==> src/rtl/gcd_pkg.sv <==
// gcd_pkg: shared FSM state type and operand widths for the GCD scheduler
package gcd_pkg;
    typedef enum logic [1:0] {eIDLE, eISSUE, eWAIT, eRETURN} state_e;
    localparam int DATA_W = 64;
    localparam int HALF_W = 32;
endpackage

==> src/rtl/rr_arbiter.sv <==
// rr_arbiter: one-hot grant to the first requester at or after ptr
module rr_arbiter #(
    parameter int NUM_REQ = 4,
    parameter int IDX_W   = $clog2(NUM_REQ)
) (
    input  logic [NUM_REQ-1:0] req,
    input  logic [IDX_W-1:0]   ptr,
    output logic [NUM_REQ-1:0] gnt,
    output logic [IDX_W-1:0]   idx
);
    // Scan from farthest offset down so the nearest requester to ptr wins; IDX_W math wraps.
    always_comb begin
        idx = ptr;
        for (int i = NUM_REQ - 1; i >= 0; i--)
            if (req[ptr + IDX_W'(i)]) idx = ptr + IDX_W'(i);
        gnt = (|req) ? {{(NUM_REQ-1){1'b0}}, 1'b1} << idx : '0;
    end
endmodule

==> src/rtl/gcd_rr_sched.sv <==
// gcd_rr_sched: round-robin sharing of one non-pipelined GCD engine among NUM_REQ requesters
module gcd_rr_sched
    import gcd_pkg::*;
#(
    parameter int NUM_REQ = 4,
    parameter int CNT_W   = 32
) (
    input  logic                      clk_i,
    input  logic                      reset_i,
    input  logic [NUM_REQ-1:0]        req_v_i,
    input  logic [NUM_REQ*DATA_W-1:0] req_data_i,
    output logic [NUM_REQ-1:0]        req_ready_o,
    output logic [NUM_REQ-1:0]        resp_v_o,
    output logic [DATA_W-1:0]         resp_data_o,
    input  logic [NUM_REQ-1:0]        resp_yumi_i,
    output logic [DATA_W-1:0]         eng_data_o,
    output logic                      eng_v_o,
    input  logic                      eng_ready_i,
    input  logic [DATA_W-1:0]         eng_data_i,
    input  logic                      eng_v_i,
    output logic                      eng_yumi_o,
    output logic [CNT_W-1:0]          done_cnt_o
);
    localparam int IDX_W = $clog2(NUM_REQ);

    state_e             state;
    logic [IDX_W-1:0]   ptr, tag, gidx;
    logic [NUM_REQ-1:0] gnt;
    logic [DATA_W-1:0]  opnd, res;

    rr_arbiter #(.NUM_REQ(NUM_REQ)) u_arb (
        .req(req_v_i),
        .ptr(ptr),
        .gnt(gnt),
        .idx(gidx)
    );

    always_ff @(posedge clk_i) begin
        if (reset_i) begin
            state      <= eIDLE;
            ptr        <= '0;
            tag        <= '0;
            opnd       <= '0;
            res        <= '0;
            done_cnt_o <= '0;
        end else begin
            case (state)
                eIDLE: if (|req_v_i) begin
                    opnd  <= req_data_i[gidx*DATA_W +: DATA_W];
                    tag   <= gidx;
                    ptr   <= gidx + 1'b1;
                    state <= eISSUE;
                end
                eISSUE: if (eng_ready_i) state <= eWAIT;
                eWAIT: if (eng_v_i) begin
                    res   <= eng_data_i;
                    state <= eRETURN;
                end
                eRETURN: if (resp_yumi_i[tag]) begin
                    done_cnt_o <= done_cnt_o + 1'b1;
                    state      <= eIDLE;
                end
            endcase
        end
    end

    assign req_ready_o = (state == eIDLE) ? gnt : '0;
    assign eng_v_o     = state == eISSUE;
    assign eng_data_o  = opnd;
    assign eng_yumi_o  = (state == eWAIT) & eng_v_i;
    assign resp_v_o    = (state == eRETURN) ? {{(NUM_REQ-1){1'b0}}, 1'b1} << tag : '0;
    assign resp_data_o = res;
endmodule

==> config.mk <==
export PLATFORM = sky130hd
export DESIGN_NAME = gcd_rr_sched
export DESIGN_NICKNAME = d
export VERILOG_FILES = /design/src/rtl/gcd_pkg.sv /design/src/rtl/rr_arbiter.sv /design/src/rtl/gcd_rr_sched.sv
export SDC_FILE = /design/constraint.sdc
export NUM_CORES = 1
export LEC_CHECK = 0
export ABC_CLOCK_PERIOD_IN_PS = 1800
export BUFFER_PORTS_ARGS = -buffer_cell sky130_fd_sc_hd__buf_2
export CELL_PAD_IN_SITES_DETAIL_PLACEMENT = 0
export CELL_PAD_IN_SITES_GLOBAL_PLACEMENT = 1
export CORE_AREA = 2 2 196 198
export CTS_CLUSTER_SIZE = 24
export DETAILED_ROUTE_END_ITERATION = 16
export DIE_AREA = 0 0 198 200
export GPL_ROUTABILITY_DRIVEN = 0
export GPL_TIMING_DRIVEN = 0
export PLACE_DENSITY = 0.66
export SYNTH_ARGS = -nofsm -noshare
export SYNTH_HDL_FRONTEND = slang
export SYNTH_SLANG_ARGS = --single-unit
==> constraint.sdc <==
create_clock -name clk_i -period 1.8 [get_ports clk_i]
set_clock_uncertainty 0.1 [all_clocks]
set_input_delay 0.09 -clock clk_i [delete_from_list [all_inputs] [get_ports clk_i]]
set_output_delay 0.09 -clock clk_i [all_outputs]
set_load 0.03 [all_outputs]
==> impl_metrics.toml <==
[grt]
grt_pass1_wl_um = 58500
grt.met3_usage_pct = 4.67
grt_util_met2_pct = 34.7
grt_overflow_total = 0
grt_max_degree = 17
antenna_found_initial = 8
grt_util_met1_pct = 21.4
top_usage_layer = "met2"
grt_util_all_layers_pct = 19.5
grt_pass1_vias = 10535

[logic_synthesis]
synthArstFlopShare_pct = 0
synth_warnings = 0
syn_nets = 1197
avgSynthCellArea_um2 = 9.55
synth-edff-count = 0
synth_cells = 860
synth_ff_type = "dfxtp_1"
synthAdderAreaFrac_pct = 0.762
synth_cell_types = 47
synthSimpleGateAreaFrac_pct = 16.9
synth_compound_area_share_pct = 16.7
synth-seq-cells = 166
netlist_area_um2 = 8210
synth_top_family_by_area = "simple AND/OR/NAND/NOR gates"
synth_mux_area_share_pct = 16.1
ys_seq_area_share_pct = 40.5
synth-xor-area-share_pct = 3.31

[detailed_routing]
drc_errors = 0
vias = 10052
firstDrtPassIters = 5
drtIter0Drc = 249
antenna_left = 0
viasPerCell = 4.41
drt_wl_total_um = 40400
wl_per_cell_um = 17.7

[worst_setup_path]
crit_start = "ptr[0]"
r2r-start = "ptr[0]"
r2r_end = "eng_data_o[62]"
endpoint_kind = "primary output"
start_kind = "flop"
critPathRequiredTime_ns = 1.61
r2r_slack_ns = -0.31
critPathKind = "flop to primary output"
worstPathMaxFanout = 6
r2r_cells = 10
arrival_ns = 1.93

[outcome]
status = "complete, but fails checks"
violations = "setup timing"

[pwr]
power_density_nw_per_um2 = 1120
ir_drop_mv = 0.693
power_leakage_nw = 7.42

[final_layout]
fin_area_um2 = 16300
area_growth_pct = 98.2
fin_nets = 2082
final_cell_mix = "buf_2, dlygate4sd3_1, nand2_1"
mostFrequentLayoutCell = "buf_2"
final_cells = 2277
drive_gt1_share_pct = 44.0

[sta]
tns_ns = -19.23
slew_headroom_pct = 47.6
max_freq_ghz = 0.473
tightest_slew_ns = 0.779
hold-worst-slack_ns = 0.0616
finalMaxSlewViolations = 0
period_share_pct = 118
fin_ws_ns = -0.316
period_minus_slack_ns = 2.12
setup_viol = 86
rsz0062_at_grt = "true"
hold_viol_final = 0

[clock_tree]
numClockSinks = 166
clock_latency_ns = 0.43
clkTransAtPathRegs_ns = 0.07
clk_path_buf_depth = 2
cts_buffers = 17
htreeDepth = 4
cts.root.buffer_cell = "clkbuf_16"
tritoncts = "built"

[floorplan]
core-area_um2 = 37400
fp.dieW_um = 198
start_util_pct = 22.0
num_io_pins = 502
fp-row-count = 71
die-height_um = 200
die_area_um2 = 39600

[placed_design]
dp_hpwl_um = 27700
portBuffers = 500
placed_cell_area_um2 = 11400
dp.cells = 1871

[worst_hold_path]
holdCritStartpoint = "eng_ready_i"
hold_path_class = "input pin to flop"
min_path_cells = 6
holdPathEnd = "state[1]"

[run]
maxCapViolCount = 0
## cells by family after synthesis
kind of cell / count (synthesis)
XOR/XNOR: 31
AO/OA/AOI/OAI: 143
adder cells (fa/ha/maj): 5
AND/OR/NAND/NOR: 312
buffers and inverters: 72
flip-flops: 166
multiplexers: 131
## flip-flops by register name, indices dropped and copies added (netlist names)
register and flops:
ptr 2, tag 2, resp_data_o 64, done_cnt_o 32
eng_data_o 64, state 2
## per-stage QoR
stage | power [mW] | worst slack (ns) | util [%]
floorplan | 10.5 | -0.00431 | -
global placement | 13.0 | -0.809 | 30.4
detailed placement | 13.0 | -0.815 | 30.4
CTS | 18.0 | -0.363 | 42.1
global route | 19.2 | -0.395 | 43.5
finish | 18.3 | -0.316 | 43.5
## where the power goes
part / total [mW] / internal [mW] / switching [mW]
registers: 5.15 / 4.61 / 0.538
clock network: 3.64 / 1.97 / 1.67
logic: 9.52 / 4.01 / 5.51
## worst max-delay path by stage
stage | endpoint | slack [ns] | cells after the start
final | req_ready_o[1] | -0.32 | 7
after global routing | eng_data_o[59] | -0.40 | 10
after CTS | req_ready_o[1] | -0.36 | 7
after detailed placement | eng_data_o[63] | -0.82 | 8
after global placement | eng_data_o[63] | -0.81 | 8
after floorplan | eng_data_o[0] | -0.004 | 7
## Yosys cell counts, types with 2 or more instances
master	number	area [um^2]
and3_1	5	31.3
buf_2	12	60.1
buf_12	8	160
clkbuf_1	30	113
inv_1	6	22.5
buf_6	3	33.8
ha_1	5	62.6
xnor2_1	2	17.5
nand3_1	10	50.1
nand3_2	6	60.1
clkbuf_4	3	22.5
nand4_1	12	75.1
o221ai_1	4	35.0
a21oi_1	68	340
xor2_1	29	254
nand2_1	206	773
nor3b_1	2	15.0
dfxtp_1	166	3320
nor2_1	44	165
buf_4	7	52.6
nand2b_1	2	12.5
nor4_1	2	12.5
and2_1	5	31.3
o21bai_1	2	15.0
buf_1	3	11.3
nor3_1	3	15.0
nor2b_1	5	31.3
o21ai_0	2	10.0
mux2i_1	130	1300
o221ai_2	60	901
a211oi_1	2	15.0
## timing repair
| item | in CTS | in global routing |
|---|---|---|
| resized for setup | 100 | 68 |
| hold buffers | 320 | 0 |
| pin swaps | 25 | 23 |
| endpoints found under the hold margin | 128 | 0 |
| setup endpoints to repair | 165 | 118 |
| setup buffers | 26 | 15 |
| gates cloned | 2 | 7 |
## worst max-delay path: stages (launching register included)
cell	delay, ns
dfxtp_4	0.36
nor3b_4	0.14
o311a_1	0.30
buf_6	0.14
buf_12	0.13
buf_12	0.13
and3_4	0.15
buf_8	0.14
## final cells by class
| cell class | count | area (um^2) |
|---|---|---|
| clock buffers | 20 | 447 |
| clock inverters | 12 | 124 |
| plain buffers | 62 | 542 |
| multi-input cells | 622 | 4740 |
| repair buffers | 870 | 6380 |
| diodes | 8 | 20.0 |
| inverters | 6 | 22.5 |
| fillers | 3618 | 21100 |
| flip-flops and latches | 166 | 3370 |
| well taps | 511 | 639 |
## per-layer routing
layer	vias to the layer above	share of wire [%]
li1	4815	-
met1	4748	40
met2	384	51
met3	105	4.8
met4	0	4.6
met5	-	0
(Power assumes the default switching activity.)
